## src/rtl/load_store_unit_if.sv

```systemverilog
// -----------------------------------------------------------------------------
// load_store_unit_if
// Request/response handshake and data-memory bus of the load/store unit.
//
//   req_valid/req_ready       request handshake (transfer on valid && ready)
//   req_write/req_size/...    request fields (store flag, size, zero-extend,
//                             byte address, right-aligned store data)
//   resp_valid/rdata/error    one-cycle response pulse
//   mem_address/...           word-addressed memory with 1-cycle registered read
//
// Modports: slave  = load_store_unit side
//           master = CPU datapath + memory side
// -----------------------------------------------------------------------------
interface load_store_unit_if;
    logic        req_valid;
    logic        req_ready;
    logic        req_write;
    logic [1:0]  req_size;
    logic        req_unsigned;
    logic [31:0] req_addr;
    logic [31:0] req_wdata;
    logic        resp_valid;
    logic [31:0] resp_rdata;
    logic        resp_error;
    logic [31:0] mem_address;
    logic [31:0] mem_write_data;
    logic        mem_write_enable;
    logic [31:0] mem_read_data;

    modport slave (
        input  req_valid, req_write, req_size, req_unsigned, req_addr, req_wdata,
        input  mem_read_data,
        output req_ready, resp_valid, resp_rdata, resp_error,
        output mem_address, mem_write_data, mem_write_enable
    );

    modport master (
        output req_valid, req_write, req_size, req_unsigned, req_addr, req_wdata,
        output mem_read_data,
        input  req_ready, resp_valid, resp_rdata, resp_error,
        input  mem_address, mem_write_data, mem_write_enable
    );
endinterface

```

## src/rtl/load_store_unit.sv

```systemverilog
// -----------------------------------------------------------------------------
// load_store_unit
// Byte/half/word loads and stores between the CPU datapath and a word-addressed
// 32-bit data memory (registered read, 1-cycle latency, word writes only).
// Sub-word stores are read-modify-write. Misaligned, illegal-size and
// out-of-range requests answer with an error pulse and never touch memory.
//
// Ports:
//   clock      rising-edge clock
//   reset_n    asynchronous active-low reset
//   bus        load_store_unit_if.slave (request, response, memory bus)
//   load_count/store_count/error_count  (only with LSU_PERF_CNT_EN)
//                                       saturating 16-bit response counters
//
// Parameter:
//   MEM_INDEX_BITS  word-index bits decoded by the memory
//
// Optional feature macro: LSU_PERF_CNT_EN
// -----------------------------------------------------------------------------
module load_store_unit #(
    parameter int unsigned MEM_INDEX_BITS = 4
) (
    input  logic               clock,
    input  logic               reset_n,
    load_store_unit_if.slave   bus
`ifdef LSU_PERF_CNT_EN
    ,
    output logic [15:0]        load_count,
    output logic [15:0]        store_count,
    output logic [15:0]        error_count
`endif
);

    typedef enum logic [1:0] {
        S_IDLE,
        S_RD,
        S_CAP,
        S_WR
    } state_t;

    state_t      r_state;
    logic        r_write;
    logic [1:0]  r_size;
    logic        r_unsigned;
    logic [1:0]  r_lane;
    logic [29:0] r_word_idx;
    logic [31:0] r_wdata;
    logic        r_resp_valid;
    logic [31:0] r_resp_rdata;
    logic        r_resp_error;

    logic [29:0] w_idx;
    logic        w_oob;
    logic        w_misaligned;
    logic        w_error;
    logic        w_accept;
    logic [4:0]  w_shamt;
    logic [31:0] w_shifted;
    logic [31:0] w_load_data;
    logic [31:0] w_lane_mask;
    logic [31:0] w_merged;
    logic        w_pulse_load;
    logic        w_pulse_store;
    logic        w_pulse_error;

    // Request decode at accept
    assign w_idx        = bus.req_addr[31:2];
    assign w_oob        = (w_idx >> MEM_INDEX_BITS) != '0;
    assign w_misaligned = ((bus.req_size == 2'b01) && bus.req_addr[0]) ||
                          ((bus.req_size == 2'b10) && (bus.req_addr[1:0] != 2'b00));
    assign w_error      = (bus.req_size == 2'b11) || w_misaligned || w_oob;
    assign w_accept     = bus.req_valid && (r_state == S_IDLE);

    // Lane handling for the latched request; half accesses are aligned so
    // r_lane[0] is 0 and the same byte shift serves both sizes.
    assign w_shamt   = {r_lane, 3'b000};
    assign w_shifted = bus.mem_read_data >> w_shamt;

    always_comb begin
        w_load_data = bus.mem_read_data;
        case (r_size)
            2'b00:   w_load_data = r_unsigned ? {24'h000000, w_shifted[7:0]}
                                              : {{24{w_shifted[7]}}, w_shifted[7:0]};
            2'b01:   w_load_data = r_unsigned ? {16'h0000, w_shifted[15:0]}
                                              : {{16{w_shifted[15]}}, w_shifted[15:0]};
            default: w_load_data = bus.mem_read_data;
        endcase
    end

    assign w_lane_mask = (r_size == 2'b00) ? (32'h0000_00FF << w_shamt)
                                           : (32'h0000_FFFF << w_shamt);
    assign w_merged    = (bus.mem_read_data & ~w_lane_mask) |
                         ((r_wdata << w_shamt) & w_lane_mask);

    assign w_pulse_error = w_accept && w_error;
    assign w_pulse_load  = (r_state == S_CAP) && !r_write;
    assign w_pulse_store = ((r_state == S_CAP) && r_write) || (r_state == S_WR);

    // Write strobe/data decode from state so an asynchronous reset drops the
    // strobe at once; write data is combinational because the RMW merge needs
    // mem_read_data, which is only valid during CAP.
    assign bus.mem_write_enable = (r_state == S_WR) || ((r_state == S_CAP) && r_write);

    always_comb begin
        bus.mem_write_data = '0;
        if (r_state == S_WR) begin
            bus.mem_write_data = r_wdata;
        end else if ((r_state == S_CAP) && r_write) begin
            bus.mem_write_data = w_merged;
        end
    end

    assign bus.mem_address = {2'b00, r_word_idx};
    assign bus.req_ready   = (r_state == S_IDLE);
    assign bus.resp_valid  = r_resp_valid;
    assign bus.resp_rdata  = r_resp_rdata;
    assign bus.resp_error  = r_resp_error;

    always_ff @(posedge clock or negedge reset_n) begin
        if (!reset_n) begin
            r_state      <= S_IDLE;
            r_write      <= 1'b0;
            r_size       <= '0;
            r_unsigned   <= 1'b0;
            r_lane       <= '0;
            r_word_idx   <= '0;
            r_wdata      <= '0;
            r_resp_valid <= 1'b0;
            r_resp_rdata <= '0;
            r_resp_error <= 1'b0;
        end else begin
            r_resp_valid <= 1'b0;
            r_resp_rdata <= '0;
            r_resp_error <= 1'b0;
            case (r_state)
                S_IDLE: begin
                    if (w_accept) begin
                        if (w_error) begin
                            r_resp_valid <= 1'b1;
                            r_resp_error <= 1'b1;
                        end else begin
                            r_write    <= bus.req_write;
                            r_size     <= bus.req_size;
                            r_unsigned <= bus.req_unsigned;
                            r_lane     <= bus.req_addr[1:0];
                            r_word_idx <= w_idx;
                            r_wdata    <= bus.req_wdata;
                            r_state    <= (bus.req_write && (bus.req_size == 2'b10)) ? S_WR : S_RD;
                        end
                    end
                end
                S_RD: begin
                    r_state <= S_CAP;
                end
                S_CAP: begin
                    r_state      <= S_IDLE;
                    r_resp_valid <= 1'b1;
                    r_resp_rdata <= r_write ? '0 : w_load_data;
                end
                S_WR: begin
                    r_state      <= S_IDLE;
                    r_resp_valid <= 1'b1;
                end
                default: begin
                    r_state <= S_IDLE;
                end
            endcase
        end
    end

`ifdef LSU_PERF_CNT_EN
    // Counters step together with the response pulse they describe.
    always_ff @(posedge clock or negedge reset_n) begin
        if (!reset_n) begin
            load_count  <= '0;
            store_count <= '0;
            error_count <= '0;
        end else begin
            if (w_pulse_load && (load_count != 16'hFFFF)) begin
                load_count <= load_count + 16'd1;
            end
            if (w_pulse_store && (store_count != 16'hFFFF)) begin
                store_count <= store_count + 16'd1;
            end
            if (w_pulse_error && (error_count != 16'hFFFF)) begin
                error_count <= error_count + 16'd1;
            end
        end
    end
`endif

endmodule

```

## src/flat_wrapper.sv

```systemverilog
// flat-port wrapper written by rule: the top's interface ports become plain ports
module load_store_unit_flat 
#(
    parameter int unsigned MEM_INDEX_BITS = 4
)
  (clock, reset_n, bus_req_valid, bus_req_write, bus_req_size, bus_req_unsigned, bus_req_addr, bus_req_wdata, bus_mem_read_data, bus_req_ready, bus_resp_valid, bus_resp_rdata, bus_resp_error, bus_mem_address, bus_mem_write_data, bus_mem_write_enable);
  load_store_unit_if bus_i ();
  input  logic clock;
  input  logic reset_n;
  input wire logic [$bits(bus_i.req_valid)-1:0] bus_req_valid;
  input wire logic [$bits(bus_i.req_write)-1:0] bus_req_write;
  input wire logic [$bits(bus_i.req_size)-1:0] bus_req_size;
  input wire logic [$bits(bus_i.req_unsigned)-1:0] bus_req_unsigned;
  input wire logic [$bits(bus_i.req_addr)-1:0] bus_req_addr;
  input wire logic [$bits(bus_i.req_wdata)-1:0] bus_req_wdata;
  input wire logic [$bits(bus_i.mem_read_data)-1:0] bus_mem_read_data;
  output wire logic [$bits(bus_i.req_ready)-1:0] bus_req_ready;
  output wire logic [$bits(bus_i.resp_valid)-1:0] bus_resp_valid;
  output wire logic [$bits(bus_i.resp_rdata)-1:0] bus_resp_rdata;
  output wire logic [$bits(bus_i.resp_error)-1:0] bus_resp_error;
  output wire logic [$bits(bus_i.mem_address)-1:0] bus_mem_address;
  output wire logic [$bits(bus_i.mem_write_data)-1:0] bus_mem_write_data;
  output wire logic [$bits(bus_i.mem_write_enable)-1:0] bus_mem_write_enable;
  assign bus_i.req_valid = bus_req_valid;
  assign bus_i.req_write = bus_req_write;
  assign bus_i.req_size = bus_req_size;
  assign bus_i.req_unsigned = bus_req_unsigned;
  assign bus_i.req_addr = bus_req_addr;
  assign bus_i.req_wdata = bus_req_wdata;
  assign bus_i.mem_read_data = bus_mem_read_data;
  assign bus_req_ready = bus_i.req_ready;
  assign bus_resp_valid = bus_i.resp_valid;
  assign bus_resp_rdata = bus_i.resp_rdata;
  assign bus_resp_error = bus_i.resp_error;
  assign bus_mem_address = bus_i.mem_address;
  assign bus_mem_write_data = bus_i.mem_write_data;
  assign bus_mem_write_enable = bus_i.mem_write_enable;
  load_store_unit #(.MEM_INDEX_BITS(MEM_INDEX_BITS)) u_core (.clock(clock), .reset_n(reset_n), .bus(bus_i));
endmodule
```

## config.mk

```make
export PLATFORM = sky130hd
export DESIGN_NAME = load_store_unit_flat
export DESIGN_NICKNAME = d
export VERILOG_FILES = /design/src/rtl/load_store_unit_if.sv /design/src/rtl/load_store_unit.sv /design/src/flat_wrapper.sv
export SDC_FILE = /design/constraint.sdc
export NUM_CORES = 1
export LEC_CHECK = 0
export ABC_AREA = 1
export CAP_MARGIN = 20
export CORE_MARGIN = 2
export CORE_UTILIZATION = 41
export CTS_BUF_LIST = sky130_fd_sc_hd__clkbuf_8 sky130_fd_sc_hd__clkbuf_16
export DETAILED_ROUTE_END_ITERATION = 16
export HOLD_SLACK_MARGIN = 0.02
export PLACE_DENSITY = 0.77
export SLEW_MARGIN = 20
export SYNTH_ARGS = -nofsm -noshare
export SYNTH_HDL_FRONTEND = slang
export SYNTH_SLANG_ARGS = --single-unit
```

## constraint.sdc

```tcl
create_clock -name clock -period 1.8 [get_ports clock]
set_clock_uncertainty 0.2 [all_clocks]
set_input_delay 0.36 -clock clock [delete_from_list [all_inputs] [get_ports clock]]
set_output_delay 0.36 -clock clock [all_outputs]
set_load 0.02 [all_outputs]
```

# Yosys cells after proc, flatten, opt, wreduce, memory -nomap -nowiden

Cells that the tools add are included.

Output and inout port bits: 100
Input bits: 103
Logic and storage cells: 60
Register bits after elaboration: 104

Eq/ne operators: 9
Bitwise logic cells: 5
Muxes and demuxes: 16
Shifts and indexed selects: 4
Reductions and logical operators: 16

Operators with widths:

| operator                                                             | count |
|---|---|
| 32-bit 2-to-1 mux                                                    | 7 |
| 32-bit AND                                                           | 2 |
| 32-bit case mux with 2 select lines                                  | 1 |
| 32-bit NOT                                                           | 1 |
| 32-bit bitwise OR                                                    | 1 |
| 16-bit by 5-bit << shifter with 32-bit output (first input constant) | 1 |
| 32-bit by 5-bit << shifter with 32-bit output                        | 1 |
| 8-bit by 5-bit << shifter with 32-bit output (first input constant)  | 1 |
| 32-bit by 5-bit right shift with 16-bit output                       | 1 |
| 30-bit nonzero test                                                  | 1 |
| 2-bit == test (second input constant)                                | 4 |
| 2-bit by 1-bit == test with 1-bit output (second input constant)     | 3 |
| 2-bit 2-to-1 mux                                                     | 3 |
| 2-bit case mux with 3 select lines                                   | 1 |
| 1-bit logical AND                                                    | 5 |
| 2-bit logical NOT                                                    | 2 |
| 1-bit logical OR                                                     | 4 |
| 1-bit 2-to-1 mux                                                     | 3 |
| 3-bit AND reduction                                                  | 1 |
| 2-bit by 1-bit != test with 1-bit output (second input constant)     | 1 |
| 2-bit != test (second input constant)                                | 1 |
| 1-bit case mux with 2 select lines                                   | 1 |
| 2-bit AND reduction                                                  | 1 |
| 2-bit nonzero test                                                   | 1 |
| other kinds (2)                                                      | 2 |

# Logic depth before layout (Yosys ltp)

Gate-level depths: netlist of run 1.

Word-level depth: 8
Depth in mapped cells: 11
Gate-level depth less buffers: 9

# Worst setup path before layout of run 1

Ideal clock, no wire load.

Path type: register -> output
Start point: reg u_core.r_state[1]
End point: out bus_mem_write_data[0]
Path buffers: 0
Data arrival time: 1.600 ns
Stages on the path, launching flop included: 5
Path slack: -0.360 ns
Required time: 1.240 ns
Cell sequence: dfrtp_1 -> inv_1 -> a21oi_1 -> o21ai_1 -> o21ai_0

Word-level cells in the longest chain between the ends: 4
Elaborated cells between the ends (all ways): 5
Classes of those cells: eq/ne (2); mux (2); reduce/logical (1)

Ends and longest elaborated chain:

| item                   | line                   | source |
|---|---|---|
| from (decl)            | load_store_unit.sv:41  | `state_t r_state;` |
| from (signal assigned) | load_store_unit.sv:148 | `r_state <= (bus.req_write && (bus.req_size == 2'b10)) ? S_WR : S_RD;` |
| 2-bit == test          | --                     |  |
| 1-bit logical AND      | --                     |  |
| 32-bit 2-to-1 mux      | load_store_unit.sv:108 | `end else if ((r_state == S_CAP) && r_write) begin` |
| 32-bit 2-to-1 mux (*)  | load_store_unit.sv:106 | `if (r_state == S_WR) begin` |
| to (decl)              | flat_wrapper.sv:22     | `output wire logic [$bits(bus_i.mem_write_data)-1:0] bus_mem_write_data;` |

Every way passes the cells marked *; elsewhere a longest branch is shown, timed or not.

# Worst setup path in the final report of run 1

Start point: reg u_core.r_lane[0]
End point: out bus_mem_write_data[13]

Word-level cells in the longest chain between the ends: 7
Elaborated cells between the ends (all ways): 10
Classes of those cells: shift (3); mux (3); bitwise (4)

Ends and longest elaborated chain:

| item                                                                                                                 | line                                         | source |
|---|---|---|
| from (decl)                                                                                                          | load_store_unit.sv:45                        | `logic [1:0] r_lane;` |
| from (signal assigned)                                                                                               | load_store_unit.sv:145                       | `r_lane <= bus.req_addr[1:0];` |
| 16-bit by 5-bit << shifter with 32-bit output / 8-bit by 5-bit << shifter with 32-bit output (equally long branches) | load_store_unit.sv:91, load_store_unit.sv:90 |  |
| 32-bit 2-to-1 mux                                                                                                    | load_store_unit.sv:90                        | `assign w_lane_mask = (r_size == 2'b00) ? (32'h0000_00FF << w_shamt)` |
| 32-bit NOT                                                                                                           | load_store_unit.sv:92                        | `assign w_merged = (bus.mem_read_data & ~w_lane_mask) \|` |
| 32-bit AND                                                                                                           | load_store_unit.sv:92                        |  |
| 32-bit bitwise OR (*)                                                                                                | load_store_unit.sv:92                        |  |
| 32-bit 2-to-1 mux (*)                                                                                                | load_store_unit.sv:108                       |  |
| 32-bit 2-to-1 mux (*)                                                                                                | load_store_unit.sv:106                       |  |

Marked as above.

==> metrics.yaml, run 1 <==
finalHoldViolCount: 0
grt_pass1_wl_mm: 29.93
routed_via_density: 5.150
clockBufferDepth: 2
dpl_cell_area_mm2: 0.008642
finalInstanceArea_mm2: 0.009641
endpoint_kind: "output port"
powerDensity_mw_per_mm2: 492.4
place.gp.congestion: 0.9443
stdcell_count: 1232
drive_above_1_share_pct: 30.30
finalCritPeriodShare_pct: 133.8
rows: 42
yosysTopAreaCell: "dfrtp_1"
syn_to_final_growth_pct: 75.75
setup_viol: 57
cts_buffers: 9
drt-initial-drc-count: 571
die_width_um: 119.7
violations: "setup timing"
yosysUniqueCellTypes: 26
yosysSeqAreaShare_pct: 47.45
numClockSinks: 104
cts.clk_slew.worst_paths_ps: 80
ff2ff_setup_slack_ps: -230
dpl_worst_slack_ps: -606.4
ys_ff_latch: 104
crit_type: "reg -> out"
routedWlPerCell_um: 16.89
cts_tree: "yes"
wirelength_mm: 20.81
avgSynthCellArea_um2: 7.403
fin_ws_ps: -608.0
synth_area_leaders: "dfrtp_1, nand2_1, nand4_1"
path_common_cell: "buf_6"
grt_use_total_pct: 26.47
grt_pass1_vias: 5880
worstPathArrival_ps: 1850
drtPass1Iterations: 5
start_util_pct: 41.75
start_kind: "flop"
ant_nets: 0
rsz0062_at_grt: "true"
clk_latency_ps: 360
gr-total-overflow: 0
port_buffers: 200
dp_cells: 1189
slowest_stage: "dfrtp_1"
synth_top_area_share_pct: 47.45
die_h_um: 119.7
max_freq_mhz: 415.3
syn_area_mm2: 0.005485
nNetsFinal: 1154
power.total_mw: 4.747
finish.utilization_pct: 73.38
drv_cap: 0
diodes: 0
worstPathCellList: "buf_6 > inv_6 > buf_6 > a21oi_4 > buf_12 > nand2_1 > o211ai_1 > nand2_2 > buf_6"
status: "finished with violations"
worstReg2RegStart: "u_core.r_lane[0]$_DFFE_PN0P_"
critPathMaxFanout: 8
fill_cells: 1012
drc_errors: 0
whs_ps: 133.2
syn_inst: 741
core_area_mm2: 0.01314
place_hpwl_mm: 13.90
vias: 6345
fin_crit_ps: 2408
cp_num_buf_inv: 5
peakVddDrop_mv: 0.5484
max_stage_delay_ps: 360
slew_viol_final: 0
ys_warn_count: 0
cts_htree_levels: 3
r2r-end: "u_core.bus.resp_rdata[29]$_DFF_PN0_"
cp.required_ps: 1240
tns_ps: -22510
die_area_mm2: 0.01432
hold_path_class: "in -> async"
antenna_found_initial: 0
cts_root_buf: "clkbuf_16"
mostFrequentLayoutCell: "nand2_1"
reg2reg_depth: 12
critPathTopFamily: "buffers and inverters"
num_io_pins: 203
grt_max_degree: 45
p_leak_nw: 5.323
most-common-layout-cells: "nand2_1, buf_4, dfrtp_1"
## report_power, final
part	switching, mW	internal [mW]
clock network	0.926	0.996
logic	0.205	0.282
registers	0.000532	2.34
total	1.13	3.62
## cells in the mapped netlist
library cell  instances
nand2_1             267
dfrtp_1             104
inv_1                67
o21ai_0              45
nand4_1              44
nor2_1               32
o211ai_1             32
inv_2                26
a21oi_1              25
clkbuf_1             25
nand3_1              23
buf_2                12
o21ai_1              11
a22oi_1               7
buf_4                 4
nor2_4                3
a21oi_2               2
buf_6                 2
clkinv_1              2
nor2_2                2
a21oi_4               1
buf_1                 1
conb_1                1
nand3_2               1
nor3_1                1
or2_1                 1
## cell families (layout without fill, tap and decap cells)
family / count (synthesis) / after routing / synth area share, %
DFF: 104 / 104 / 47.45
other: 1 / 2 / 0.06837
and+or+nand+nor: 374 / 374 / 28.81
buffers and inverters: 139 / 453 / 10.33
AOI/OAI and AO/OA: 123 / 123 / 13.34
## state kept, by name (all words and copies together) (netlist names)
name / flops
u_core.r_unsigned: 1
u_core.r_state: 2
u_core.bus.resp_error: 1
u_core.r_word_idx: 30
u_core.r_wdata: 32
u_core.r_lane: 2
u_core.r_size: 2
u_core.bus.resp_valid: 1
u_core.r_write: 1
u_core.bus.resp_rdata: 32
## per-layer routing
layer | part of all wire (%) | vias up | GRT usage (%)
met1 | 39 | 2963 | 32.74
met2 | 49 | 321 | 44.46
met4 | 4.0 | 0 | 10.15
met5 | 0 | - | 0
li1 | - | 3004 | -
met3 | 8.2 | 57 | 6.844
## how the worst max path moves through the flow
stage / start / end / slack (ps) / cells after the start
after detailed placement: bus_mem_read_data[16] / bus_mem_write_data[16] / -610 / 6
after CTS: u_core.r_lane[0]$_DFFE_PN0P_ / bus_mem_write_data[15] / -560 / 9
after global placement: bus_mem_read_data[20] / bus_mem_write_data[20] / -600 / 6
final: u_core.r_lane[0]$_DFFE_PN0P_ / bus_mem_write_data[13] / -610 / 9
after global routing: u_core.r_lane[0]$_DFFE_PN0P_ / bus_mem_write_data[12] / -680 / 9
after floorplan: u_core.r_state[1]$_DFFE_PN0P_ / bus_mem_write_data[4] / -40 / 4
## what timing repair did
item                                    4_1_cts  5_1_grt
pin swaps                                    18       39
endpoints found under the setup margin      127      135
hold buffers                                  1        0
cloned                                        1        9
setup buffers                                 3       13
gates resized for setup                     287       93
hold endpoints to repair                    104        0
## layout make-up
cell class                      count  area (µm²)  share of cell area [%]
Timing Repair Buffer              342        3458                   35.87
Multi-Input combinational cell    499        2691                   27.92
Sequential cell                   104        2604                   27.01
Inverter                           95       376.6                   3.907
Clock buffer                       10       239.0                   2.479
Tap cell                          176       220.2                   2.284
Clock inverter                      6       51.30                  0.5321
(Power assumes the default switching activity.)
==> inputs of run 2 (changes only) <==
--- a/config.mk
+++ b/config.mk
@@ -8,11 +8,11 @@
 export ABC_AREA = 1
 export CAP_MARGIN = 20
 export CORE_MARGIN = 2
-export CORE_UTILIZATION = 41
+export CORE_UTILIZATION = 45
 export CTS_BUF_LIST = sky130_fd_sc_hd__clkbuf_8 sky130_fd_sc_hd__clkbuf_16
 export DETAILED_ROUTE_END_ITERATION = 16
 export HOLD_SLACK_MARGIN = 0.02
-export PLACE_DENSITY = 0.77
+export PLACE_DENSITY = 0.8
 export SLEW_MARGIN = 20
 export SYNTH_ARGS = -nofsm -noshare
 export SYNTH_HDL_FRONTEND = slang
==> constraint.sdc (replaced) <==
create_clock -name clock -period 2.6 [get_ports clock]
set_clock_uncertainty 0.2 [all_clocks]
set_input_delay 0.52 -clock clock [delete_from_list [all_inputs] [get_ports clock]]
set_output_delay 0.52 -clock clock [all_outputs]
set_load 0.02 [all_outputs]
==> run 2 against run 1 <==
Against the previous run:
- the run now ends clean
- design area fell by 15%
- flip-flop and latch count did not move
- global-route usage rose by 1.2 points
- critical path type unchanged
==> metrics.yaml, run 2 (synthesized netlist as in run 1, its figures left out) <==
status: "finished, final reports clean"
power.total_mw: 3.367  # -29%
drive_above_1_share_pct: 14.93  # -15 points
cts_root_buf: "clkbuf_16"
clk_latency_ps: 360  # about the same
fill_cells: 984  # -2.8%
multi_input_area_mm2: 0.002352  # -13%
grt_max_degree: 45  # unchanged
finalCritPeriodShare_pct: 96.69
drc_errors: 0  # unchanged
start_util_pct: 45.86  # +4.1 points
critPathMaxFanout: 32  # +24
worstPathCellList: "inv_1 > nand2_1 > nor2_2 > buf_12 > nand3_1 > o21ai_0 > clkdlybuf4s15_1"
routed_via_density: 5.184  # +0.66%
cp.required_ps: 1880  # +640 ps
most-common-layout-cells: "nand2_1, clkdlybuf4s50_1, dfrtp_1"
grt_use_total_pct: 27.72  # +1.2 points
peakVddDrop_mv: 0.4947  # -9.8%
finalHoldViolCount: 0  # unchanged
clockBufferDepth: 2  # unchanged
ant_nets: 0  # unchanged
dpl_worst_slack_ps: -192.3  # +414.1 ps
p_leak_nw: 4.228  # -21%
core_area_mm2: 0.01196  # -9.0%
setup_viol: 0  # -100%
fin_crit_ps: 2514
die_width_um: 114.4  # -4.4%
nNetsFinal: 1069  # -7.4%
antenna_found_initial: 0  # unchanged
drtPass1Iterations: 5  # unchanged
port_buffers: 200  # unchanged
p_sw_mw: 0.7303  # -35%
worst_pin_slew_ps: 674.8
syn_to_final_growth_pct: 49.50
post_cts_buffers: 0  # -3
crit_type: "reg -> out"
drt-initial-drc-count: 466  # -18%
place.gp.congestion: 0.9972  # +5.6%
vias: 5796  # -8.7%
place_hpwl_mm: 13.26  # -4.6%
cts.clk_slew.worst_paths_ps: 70  # about the same
wirelength_mm: 17.66  # -15%
p_comb_share_pct: 9.2  # -1.1 points
max_stage_delay_ps: 400  # +40 ps
clock_power_share_pct: 42.7  # +2.2 points
drv_cap: 0  # unchanged
worstPathArrival_ps: 1790  # -60 ps
routedWlPerCell_um: 15.79  # -6.5%
num_io_pins: 203  # unchanged
cts_htree_levels: 3  # unchanged
grt_pass1_wl_mm: 28.30  # -5.4%
die_h_um: 114.4  # -4.4%
cts_tree: "yes"
endpoint_kind: "output port"
max_freq_mhz: 397.8
hold_path_class: "reg -> reg"
gr-total-overflow: 0  # unchanged
seq_power_share_pct: 48.1  # -1.1 points
slew_headroom_pct: 54.96
rows: 40  # -4.8%
die_area_mm2: 0.01309  # -8.6%
powerDensity_mw_per_mm2: 410.5  # -17%
start_kind: "flop"
numClockSinks: 104  # unchanged
slew_viol_final: 0  # unchanged
grt_pass1_vias: 5611  # -4.6%
sw_frac_of_total_pct: 21.69  # -2.2 points
mostFrequentLayoutCell: "nand2_1"
cts_buffers: 9  # unchanged
seq_area_mm2: 0.002605  # about the same
fin_ws_ps: 86.06  # +694.1 ps
slowest_stage: "dfrtp_1"
diodes: 0  # unchanged
p_int_mw: 2.636  # -27%
-- run 2: cell types whose count changed in the layout (fill, tap and decap cells not counted), sizes merged, moves of 6 or more --
cell           before  now
buf               169   73
clkdlybuf4s50      80  167
clkbuf             17   23
dlygate4sd2        64    0
dlymetal6s2s       21    0
-- run 2: what timing repair did --
| item | CTS | global route |
|---|---|---|
| gates resized for setup | 80 | 50 |
| hold buffers | 1 | 0 |
| endpoints found under the hold margin | 39 | 0 |
| pin swaps | 0 | 1 |
| endpoints found under the setup margin | 32 | 32 |
-- run 2: cell type report --
cell class,count,area share [%]
clock buffers,9,2.746
clock inverters,7,1.068
inverters,95,4.364
multi-input cells,499,28.68
flip-flops and latches,104,31.77
well taps,147,2.243
repair buffers,257,29.13
-- run 2: final timing paths --
path	from	to	slack, ps	cells past startpoint
worst max-delay path	u_core.r_state[0]$_DFFE_PN0P_	bus_mem_write_data[1]	90	7
worst min-delay path	u_core.r_word_idx[8]$_DFFE_PN0P_	u_core.r_word_idx[8]$_DFFE_PN0P_	270	2
worst max register to register	u_core.r_size[1]$_DFFE_PN0P_	u_core.bus.resp_rdata[3]$_DFF_PN0_	690	5
worst min register to register	u_core.r_word_idx[8]$_DFFE_PN0P_	u_core.r_word_idx[8]$_DFFE_PN0P_	270	2
max in group asynchronous	reset_n	u_core.bus.resp_rdata[29]$_DFF_PN0_	1120	3
min in group asynchronous	reset_n	u_core.bus.resp_rdata[31]$_DFF_PN0_	500	2
-- run 2: critical path: cells and delay by family (launching register included) --
kind / cells / cell delay (ps)
compound gates: 1 / 80
buf+inv: 3 / 620
flops: 1 / 400
simple gates: 3 / 330
-- run 2: metal layers --
layer / part of all wire (%) / up-vias / track usage [%]
met4: 3.7 / 0 / 12.68
met2: 47 / 288 / 44.85
met3: 8.8 / 38 / 6.776
li1: - / 2824 / -
met5: 0 / - / 0
met1: 40 / 2646 / 35.16
-- run 2: per-stage QoR --
stage	hold slack (ps)	std cells	area [µm²]	utilization [%]	setup TNS, ps
after floorplan	24.41	742	5489	-	0
final	270.9	1118	8200	68.56	0
after global routing	296.4	1118	8200	68.56	-21.79
after CTS	272.1	1118	8329	69.63	-6.215
after detailed placement	251.6	1101	7985	66.76	-879.8
after global placement	247.3	1101	7985	66.76	-939.7
-- run 2: power groups by stage --
| stage | combinational [mW] | sequential, mW | clock [mW] |
|---|---|---|---|
| after floorplan | 0.0534 | 1.65 | 0 |
| after global placement | 0.304 | 1.65 | 0 |
| after detailed placement | 0.307 | 1.65 | 0 |
| after CTS | 0.311 | 1.62 | 1.45 |
| after global routing | 0.337 | 1.62 | 1.52 |
| final | 0.311 | 1.62 | 1.44 |
